<file path="src/rtl/pipe_hazard_ctrl.sv">
`default_nettype none
// ============================================================================
// Module   : pipe_hazard_ctrl
// Brief    : Pipeline hazard controller: load-use stall, branch flush,
//            call/ret wait sequence and halt drain for a 5-stage pipeline.
// Revision : 1.0 - initial release
// ============================================================================
module pipe_hazard_ctrl #(
    parameter int CTRL_LAT  = 2,
    parameter int DRAIN_LAT = 3
) (
    input  logic       clk,
    input  logic       rst,
    input  logic [3:0] IFID_rs1,
    input  logic [3:0] IFID_rs2,
    input  logic       IFID_uses_rs1,
    input  logic       IFID_uses_rs2,
    input  logic       IDEX_MemRead,
    input  logic       IDEX_RegWrite,
    input  logic [3:0] IDEX_reg_rd,
    input  logic       ID_call,
    input  logic       ID_ret,
    input  logic       ID_halt,
    input  logic       EX_br_taken,
    output logic       PC_stall,
    output logic       IFID_stall,
    output logic       IFID_flush,
    output logic       IDEX_bubble,
    output logic       PC_hazard,
    output logic       halted
);

    localparam logic [2:0] c_ctrl_lat  = 3'(CTRL_LAT);
    localparam logic [2:0] c_drain_lat = 3'(DRAIN_LAT);

    typedef enum logic [1:0] {
        RUN        = 2'd0,
        CTRL_WAIT  = 2'd1,
        HALT_DRAIN = 2'd2,
        HALTED     = 2'd3
    } state_t;

    state_t     r_state;
    state_t     w_state_next;
    logic [2:0] r_cnt;
    logic [2:0] w_cnt_next;

    logic w_load_use;
    logic w_pc_stall;
    logic w_ifid_stall;
    logic w_ifid_flush;
    logic w_idex_bubble;
    logic w_pc_hazard;
    logic w_halted;

    // Register 0 is hardwired, so a load targeting it can never create a hazard.
    assign w_load_use = IDEX_MemRead & IDEX_RegWrite & (IDEX_reg_rd != 4'd0) &
                        ((IFID_uses_rs1 & (IFID_rs1 == IDEX_reg_rd)) |
                         (IFID_uses_rs2 & (IFID_rs2 == IDEX_reg_rd)));

    always_ff @(posedge clk) begin
        if (rst) begin
            r_state <= RUN;
            r_cnt   <= 3'd0;
        end else begin
            r_state <= w_state_next;
            r_cnt   <= w_cnt_next;
        end
    end

    always_comb begin
        w_state_next  = r_state;
        w_cnt_next    = r_cnt;
        w_pc_stall    = 1'b0;
        w_ifid_stall  = 1'b0;
        w_ifid_flush  = 1'b0;
        w_idex_bubble = 1'b0;
        w_pc_hazard   = 1'b0;
        w_halted      = 1'b0;

        case (r_state)
            RUN: begin
                if (EX_br_taken) begin
                    w_ifid_flush  = 1'b1;
                    w_idex_bubble = 1'b1;
                end else if (w_load_use) begin
                    w_pc_stall    = 1'b1;
                    w_ifid_stall  = 1'b1;
                    w_idex_bubble = 1'b1;
                end else if (ID_halt) begin
                    // HALT itself must reach ID/EX, so no bubble on entry.
                    w_pc_stall   = 1'b1;
                    w_ifid_flush = 1'b1;
                    w_state_next = HALT_DRAIN;
                    w_cnt_next   = c_drain_lat;
                end else if (ID_call | ID_ret) begin
                    w_pc_stall   = 1'b1;
                    w_ifid_flush = 1'b1;
                    w_pc_hazard  = 1'b1;
                    w_state_next = CTRL_WAIT;
                    w_cnt_next   = c_ctrl_lat;
                end
            end

            CTRL_WAIT: begin
                w_pc_stall    = 1'b1;
                w_ifid_flush  = 1'b1;
                w_idex_bubble = 1'b1;
                w_pc_hazard   = 1'b1;
                w_cnt_next    = r_cnt - 3'd1;
                if (r_cnt <= 3'd1) begin
                    w_state_next = RUN;
                    w_cnt_next   = 3'd0;
                end
            end

            HALT_DRAIN: begin
                w_ifid_flush  = 1'b1;
                w_idex_bubble = 1'b1;
                if (EX_br_taken) begin
                    // An older branch resolved taken: the HALT was on the wrong path.
                    w_state_next = RUN;
                    w_cnt_next   = 3'd0;
                end else begin
                    w_pc_stall = 1'b1;
                    w_cnt_next = r_cnt - 3'd1;
                    if (r_cnt <= 3'd1) begin
                        w_state_next = HALTED;
                        w_cnt_next   = 3'd0;
                    end
                end
            end

            HALTED: begin
                w_halted      = 1'b1;
                w_pc_stall    = 1'b1;
                w_ifid_stall  = 1'b1;
                w_idex_bubble = 1'b1;
            end

            default: begin
                w_state_next = RUN;
                w_cnt_next   = 3'd0;
            end
        endcase
    end

    assign PC_stall    = w_pc_stall    & ~rst;
    assign IFID_stall  = w_ifid_stall  & ~rst;
    assign IFID_flush  = w_ifid_flush  & ~rst;
    assign IDEX_bubble = w_idex_bubble & ~rst;
    assign PC_hazard   = w_pc_hazard   & ~rst;
    assign halted      = w_halted      & ~rst;

endmodule
`default_nettype wire

</file>
<file path="config.mk">
export PLATFORM = sky130hd
export DESIGN_NAME = pipe_hazard_ctrl
export DESIGN_NICKNAME = d
export VERILOG_FILES = /design/src/rtl/pipe_hazard_ctrl.sv
export SDC_FILE = /design/constraint.sdc
export NUM_CORES = 1
export LEC_CHECK = 0
export BUFFER_PORTS_ARGS = -buffer_cell sky130_fd_sc_hd__buf_2
export CELL_PAD_IN_SITES_DETAIL_PLACEMENT = 1
export CELL_PAD_IN_SITES_GLOBAL_PLACEMENT = 2
export CORE_AREA = 2 2 54 56
export DETAILED_ROUTE_END_ITERATION = 6
export DIE_AREA = 0 0 56 58
export GPL_ROUTABILITY_DRIVEN = 0
export GPL_TIMING_DRIVEN = 1
export PLACE_DENSITY = 0.86
export SLEW_MARGIN = 20
export SYNTH_ARGS = -nofsm -noshare
export SYNTH_HDL_FRONTEND = slang
export SYNTH_SLANG_ARGS = --single-unit
</file>
<file path="constraint.sdc">
create_clock -name clk -period 2.35 [get_ports clk]
set_clock_uncertainty 0.05 [all_clocks]
set_input_delay 0.1175 -clock clk [delete_from_list [all_inputs] [get_ports clk]]
set_output_delay 0.1175 -clock clk [all_outputs]
set_load 0.02 [all_outputs]
</file>
Word-level counts from Yosys, hierarchy flattened
Index checks and enable logic that the tools add are counted.

storage, ports and cells
  word-level logic and storage cells = 70
  output and inout port bits = 6
  register bits = 5

cells by class
  bitwise logic cells = 14
  add/sub/neg operators = 1
  muxes and demuxes = 34
  equal/unequal tests = 10
  $lt $le $gt $ge = 1
  reductions and logical operators = 8

operators with widths
  kind                   number
  $mux W3                6
  $mux W1                14
  $mux W2                7
  $and A1 B1 Y1          11
  $pmux W3 S3            1
  $eq A4 B4 Y1           2
  $pmux W1 S2            4
  $ne A2 B2 Y1 const B   3
  $ne A3 B3 Y1 const B   2
  $pmux W2 S3            1
  $reduce_and A6 Y1      1
  $eq A2 B2 Y1 const B   2
  $reduce_and A4 Y1      1
  $reduce_bool A4 Y1     1
  $reduce_or A2 Y1       2
  $le A3 B1 Y1 const B   1
  $pmux W1 S3            1
  $reduce_bool A3 Y1     1
  $reduce_or A3 Y1       1
  $sub A3 B1 Y3 const B  1
  $eq A2 B1 Y1 const B   1
  $logic_not A2 Y1       1
  $or A1 B1 Y1           2
  $not A1 Y1             1

Longest topological paths before layout
Gate-level depths: netlist (run 1).

  word-level depth = 8
  gate-level depth with buffers = 8

Worst setup path before layout (run 1)
No wires, ideal clock.

  path kind = register to output
  start point = register r_state[0]
  end point = output IFID_flush
  data arrival time = 1,622 ps
  cell stages (with the launch flop) = 6
  path buffers = 1
  slack = 561 ps
  path through = dfxtp_1 inv_1 ha_1 clkbuf_1 inv_1 a211oi_1

between the ends
  longest elaborated chain between the ends = 4

RTL lines
  element                                       RTL line  text
  from (decl)                                   43        state_t r_state;
  from (signal assigned)                        66        r_state <= w_state_next;
  $eq A2 B2 Y1 or $eq A2 B1 Y1 (tied branches)  81        case (r_state)
  $reduce_or A2 Y1 (no line)                    n/a
  $pmux W1 S2 (*)                               81
  $and A1 B1 Y1 (*)                             150       assign IFID_flush = w_ifid_flush & ~rst;
  to (decl)                                     27        output logic IFID_flush,

Every way passes the cells marked *; elsewhere a longest branch is shown, timed or not.

Worst setup path in the final report (run 1)
  start point = register r_state[0]
  end point = output PC_hazard

between the ends
  longest elaborated chain between the ends = 3

RTL lines
  element                                           RTL line  text
  $eq A2 B1 Y1 or $logic_not A2 Y1 (tied branches)  81
  $pmux W1 S2 (*)                                   81
  $and A1 B1 Y1 (*)                                 152       assign PC_hazard = w_pc_hazard & ~rst;
  to (decl)                                         29        output logic PC_hazard,

Marks and branches as above.

==> results of run 1 <==
[cells in the final DEF, fill, tap and decap left out, types with 3 or more instances in the layout]
master    instances
a21oi_1           5
nor2b_1           3
xor2_1            6
a31oi_1           4
nor2_1           10
buf_2            27
inv_1             8
clkbuf_4          3
nand2_1           4
nor3_1            6
dfxtp_1           5
ha_1              7
[kinds of logic (layout without fill, tap and decap cells)]
logic type,Yosys count,after routing
buf+inv,11,39
fa+ha+maj,7,7
simple gates,32,32
flops,5,5
mux,2,2
compound gates,26,26
xor+xnor,8,8
[worst max-delay path, stage by stage (launching register included)]
cell and delay, ps:
dfxtp_1 330, inv_1 120, ha_1 320, inv_1 240
nor4_1 270, a21oi_1 100, nor2_1 80, buf_2 160
[layer usage]
layer / up-vias / track usage (%) / part of all wire, %
met5: - / 0 / 0
met4: 0 / 4.08 / 0.81
met3: 2 / 4.24 / 6.7
met2: 27 / 26.6 / 52
met1: 361 / 14.9 / 40
li1: 394 / - / -
[cell usage after synthesis, types with 2 or more instances]
master | count | area (sq um)
inv_1 | 8 | 30.0
nor4_1 | 2 | 12.5
a211oi_1 | 2 | 15.0
clkbuf_1 | 3 | 11.3
dfxtp_1 | 5 | 100
xnor2_1 | 2 | 17.5
nand2_1 | 4 | 15.0
mux2i_1 | 2 | 20.0
o211ai_1 | 2 | 15.0
and4_4 | 2 | 22.5
a31oi_1 | 4 | 25.0
nor3_1 | 6 | 30.0
nor2_1 | 10 | 37.5
ha_1 | 7 | 87.6
xor2_1 | 6 | 52.6
o21a_1 | 2 | 15.0
o31ai_1 | 2 | 15.0
nor2b_1 | 3 | 18.8
a21oi_1 | 5 | 25.0
[cell type report]
cell class                 count  area [sq um]  area share, %
multi-input combinational     75           553           62.6
sequential                     5           100           11.3
tap                           31          38.8           4.39
timing repair buffer          27           135           15.3
clock buffer                   4          26.3           2.97
inverter                       8          30.0           3.40
[flip-flops by register name (all words and copies together), names as in the netlist]
name and count:
r_cnt 3, r_state 2
[per-stage QoR]
stage | instance area (sq um) | power, uW | instances | setup slack (ps)
finish | 883 | 630 | 150 | 311
global route | 883 | 692 | 150 | 104
CTS | 883 | 640 | 150 | 288
detailed placement | 857 | 530 | 146 | 511
global placement | 857 | 513 | 146 | 518
floorplan | 694 | 412 | 91 | 561
[power by group through the flow]
stage / Clock (uW) / Sequential [uW] / Combinational (uW)
final: 103 / 127 / 400
after global routing: 114 / 131 / 447
after CTS: 110 / 127 / 403
after detailed placement: 0 / 128 / 402
after global placement: 0 / 126 / 387
after floorplan: 0 / 123 / 289
[how the worst max path moves through the flow]
stage              startpoint         end  depth (start not counted)
2_1_floorplan      r_state[0]  IFID_flush                          5
3_3_place_gp   IDEX_reg_rd[0]    PC_stall                          8
3_5_place_dp   IDEX_reg_rd[0]    r_cnt[2]                          7
4_1_cts            r_state[0]   PC_hazard                          7
5_1_grt            r_state[0]   PC_hazard                          7
6_report           r_state[0]   PC_hazard                          7
==> impl_metrics.tcl, run 1 <==
set metrics [dict create \
    run_status "finished, final reports clean" \
    asyncSetResetFlopFracSynth_pct 0 \
    cts.sink_count 5 \
    cell_internal_pwr_uw 328 \
    synth.mux.area_fraction_pct 2.88 \
    syn_area_per_cell_sq_um 7.63 \
    power.net_switching_uw 302 \
    final_core_utilization_pct 33.2 \
    hold_end "r_cnt[0]" \
    synthesized_netlist_net_count 120 \
    startpoint_type "flip-flop" \
    synth_top_family_by_area "simple AND/OR/NAND/NOR gates" \
    critical_path.max_fanout 11 \
    grt_setup_unrepaired "false" \
    setup_total_negative_slack_ps 0 \
    synth-edff-count 0 \
    timing.max_slew.rel_slack_pct 65.4 \
    syn-cell-area_sq_um 694 \
    yosysUniqueCellTypes 33 \
    timing.final.setup_violations 0 \
    vias_in_the_first_global_route 798 \
    pd_cells_mw_per_mm2 713 \
    clock_tree_root "clkbuf_4" \
    yosysWarningCount 0 \
    maximum_number_of_pins_on_one_net_before_global_route_repair 15 \
    drive_above_1_share_pct 31.9 \
    path_clk_slew_ps 50 \
    swShare_pct 47.9 \
    timing.hold.worst_path_depth 2 \
    path_class "reg2out" \
    min_from "rst" \
    r2r_slack_ps 570 \
    seq_area_frac_synth_pct 14.4 \
    core_sq_mm 0.00266 \
    synth-xor-area-share_pct 10.1 \
    timing.max_cap.violations 0 \
    hold_viol 0 \
    post_synth_inst_count 91 \
    timing_max_transition_violations_final 0 \
    die_y_microns 58 \
    grt_antenna_before_repair 0 \
    clock_power_share_pct 16.4 \
    synth_fa_ha_area_share_pct 12.6 \
    fmax_mhz 490 \
    power.share.combinational_pct 63.5 \
    cts_tree "done" \
    first_pass_grt_wire_length_microns 3570 \
    ant_nets 0 \
    areaGrowthSynthToFinish_pct 27.2 \
    global_route.usage.total_pct 14.0 \
    n_fill_cell 349 \
    power.ir.vdd_worst_v 0.000226 \
    clkLatencyLatePin_ps 250 \
    tightestPinTransition_ps 515 \
    period_minus_slack_ps 2040 \
    dr.first_iter.drc_count 14 \
    floorplan.die.width_microns 56 \
    vias 784 \
    htreeDepth 1 \
    final.hold.worst_slack_ps 194 \
    detailed_place_hpwl_microns 1790 \
    routed_wirelength_normalized_by_instance_count_microns 13.9 \
    synth_compound_gate_area_share_pct 26.7 \
    ios 28 \
    seqPwrFrac_pct 20.2 \
    cts_setup_buffers 0 \
    synth_simple_gate_area_share_pct 27.4 \
    ys_ff_latch 5 \
    timing.critical_path.arrival_ps 1870 \
    floorplan.rows 19 \
    timing.final.crit_share_pct 86.8 \
    num-nets-final 149 \
    firstDrtPassIters 4 \
    critPathRequiredTime_ps 2180 \
    worst_setup_path_end_kind "output pin" \
    worst_r2r_endpoint "r_cnt[0]" \
    buffer_ports.inserted 27 \
    drt_drc_violations_left 0 \
    postCtsHoldBufs 0 \
    most_common_flop_cell_mapped_by_yosys "dfxtp_1" \
    overflow 0 \
    numCtsBuffers 3 \
    worst_hold_path_type "in2reg" \
    route.detailed.vias_per_inst 5.23 \
    clockBufferDepth 2 \
    antennaDiodeCount 0 \
    wirelength_microns 2090 \
    cts.repair.resized 0 \
    reported_leakage_power_uw 0.000401 \
    worst_r2r_path_depth 5 \
    design.die.area_sq_mm 0.00325 \
    start_util_pct 26.1 \
    worstReg2RegStart "r_state[0]" \
]
(Power assumes the default switching activity.)
==> run 2, diff against run 1 <==
--- a/config.mk
+++ b/config.mk
@@ -9,11 +9,13 @@
 export CELL_PAD_IN_SITES_DETAIL_PLACEMENT = 1
 export CELL_PAD_IN_SITES_GLOBAL_PLACEMENT = 2
 export CORE_AREA = 2 2 54 56
+export CTS_BUF_LIST = sky130_fd_sc_hd__clkbuf_4 sky130_fd_sc_hd__clkbuf_8 sky130_fd_sc_hd__clkbuf_16
 export DETAILED_ROUTE_END_ITERATION = 6
 export DIE_AREA = 0 0 56 58
 export GPL_ROUTABILITY_DRIVEN = 0
 export GPL_TIMING_DRIVEN = 1
 export PLACE_DENSITY = 0.86
+export SETUP_SLACK_MARGIN = 0.5
 export SLEW_MARGIN = 20
 export SYNTH_ARGS = -nofsm -noshare
 export SYNTH_HDL_FRONTEND = slang
==> run 2 against run 1 <==
Effect of this change: count of clock-buffer cells in the layout unchanged; core utilization grew 3.6 points; fmax up 12%; cell count grew 3.3%; non-clock buffer count up 5; design area is 11% higher; sequential share of layout area is 1.1 points lower.
==> impl_metrics.tcl, run 2 (synthesis gave the netlist of run 1 again) <==
set metrics [dict create \
    run_status "finished, final reports clean" \
    pd_cells_mw_per_mm2 787 \
    cp_slowest_stage_delay_ps 290 \
    worst_r2r_endpoint "r_cnt[0]" \
    vias 829 \
    die_y_microns 58 \
    cts.sink_count 5 \
    r2r_slack_ps 660 \
    timing.critical_path.arrival_ps 1650 \
    seqPwrFrac_pct 16.7 \
    first_pass_grt_wire_length_microns 3690 \
    core_sq_mm 0.00266 \
    critPathRequiredTime_ps 2180 \
    reported_leakage_power_uw 0.000428 \
    clkLatencyLatePin_ps 260 \
    cts_tree "done" \
    timing.final.setup_violations 0 \
    ant_nets 0 \
    ios 28 \
    timing_max_transition_violations_final 0 \
    floorplan.rows 19 \
    path_clk_slew_ps 40 \
    fmax_mhz 551 \
    overflow 0 \
    worst_hold_path_type "in2reg" \
    worst_setup_path_end_kind "output pin" \
    numCtsBuffers 3 \
    tightestPinTransition_ps 574 \
    slowest_stage "and4_4" \
    period_minus_slack_ps 1820 \
    cell_internal_pwr_uw 426 \
    areaGrowthSynthToFinish_pct 41.1 \
    worst_setup_path_end "PC_stall" \
    critical_path.max_fanout 4 \
    buffer_ports.inserted 27 \
    critical_path.n_buffers_inverters 2 \
    design.die.area_sq_mm 0.00325 \
    power.net_switching_uw 346 \
    report.power.total_uw 771 \
    critical_path_cell_count 8 \
    number_of_flip_flops_in_the_largest_register 3 \
    drive_above_1_share_pct 42.7 \
    global_route.usage.total_pct 14.6 \
    final_common_cell "buf_2" \
    grt_setup_unrepaired "true" \
    firstDrtPassIters 4 \
    cp-startpoint "IDEX_reg_rd[0]" \
    route.detailed.vias_per_inst 5.35 \
    timing.hold.worst_path_depth 2 \
    floorplan.die.width_microns 56 \
    top_regs "r_cnt: 3 flops, r_state: 2 flops" \
    layout_common_cells "buf_2 (26), nor2_1 (10), xor2_1 (6), buf_4 (6)" \
    htreeDepth 1 \
    drt_drc_violations_left 0 \
    clockBufferDepth 2 \
    path_class "in2out" \
    detailed_place_hpwl_microns 1790 \
    dr.first_iter.drc_count 18 \
    cpLargestDelayFamily "simple AND/OR/NAND/NOR gates" \
    worst_r2r_path_depth 6 \
    n_fill_cell 340 \
    timing.max_slew.rel_slack_pct 61.4 \
    power.ir.vdd_worst_v 0.000246 \
    hold_viol 0 \
    start_util_pct 26.1 \
    vias_in_the_first_global_route 821 \
    swShare_pct 44.8 \
    num-nets-final 154 \
    startpoint_type "primary input" \
    min_from "rst" \
    clock_power_share_pct 15.2 \
    timing.max_cap.violations 0 \
    worstReg2RegStart "r_state[0]" \
    maximum_number_of_pins_on_one_net_before_global_route_repair 15 \
    power.share.combinational_pct 68.1 \
    grt_antenna_before_repair 0 \
    setup_total_negative_slack_ps 0 \
    antennaDiodeCount 0 \
    regMostFlops "r_cnt" \
    critical_path.cell_chain "buf_2, xor2_1, nor3_1, and4_4, nor2_1, a21o_1, a211oi_1, buf_4" \
    clock_tree_root "clkbuf_4" \
    wirelength_microns 2240 \
    routed_wirelength_normalized_by_instance_count_microns 14.4 \
    timing.final.crit_share_pct 77.3 \
]
==> run 2: cell count changes in the layout (fill, tap and decap cells not counted), moves of 2 or more <==
cell	before	now
inv_2	0	2
inv_1	8	5
buf_4	0	6
ha_4	0	2
ha_1	7	5
==> run 2: power groups by stage <==
| stage | combinational (uW) | sequential, uW | clock, uW |
|---|---|---|---|
| global placement | 387 | 126 | 0 |
| global route | 577 | 132 | 127 |
| floorplan | 289 | 123 | 0 |
| detailed placement | 402 | 128 | 0 |
| CTS | 456 | 128 | 123 |
| finish | 525 | 129 | 117 |
==> run 2: timing repair <==
item	4_1_cts	5_1_grt
cloned	0	0
gates resized for setup	7	6
hold buffers	0	0
pin swaps	0	3
setup endpoints to repair	4	4
setup buffers	2	3
==> run 2: how the worst min path moves through the flow <==
stage          slack [ps]        to
3_3_place_gp          440  r_cnt[0]
3_5_place_dp          450  r_cnt[0]
6_report              190  r_cnt[0]
2_1_floorplan         240  r_cnt[1]
4_1_cts               180  r_cnt[0]
5_1_grt               230  r_cnt[0]
==> run 2: layout make-up <==
class,count,area (sq um),share of cell area (%)
inverters,8,33.8,3.45
multi-input cells,75,602,61.4
clock buffers,4,30.0,3.07
well taps,31,38.8,3.96
flip-flops and latches,5,100,10.2
repair buffers,32,175,17.9
==> run 2: through the flow <==
step                utilization [%]  setup WS [ps]  cell area (sq um)  instances  hold WS [ps]
floorplan                         -            561                694         91           235
global placement               32.2            518                857        146           441
CTS                            34.9            452                928        152           179
detailed placement             32.2            511                857        146           445
global route                   36.8            447                980        155           231
finish                         36.8            535                980        155           190
==> run 2: metal layers <==
metal | routed length, microns | global-route usage, %
met5 | 0 | 0
met4 | 34 | 5.44
met3 | 162 | 4.24
met2 | 1170 | 27.4
met1 | 872 | 15.4
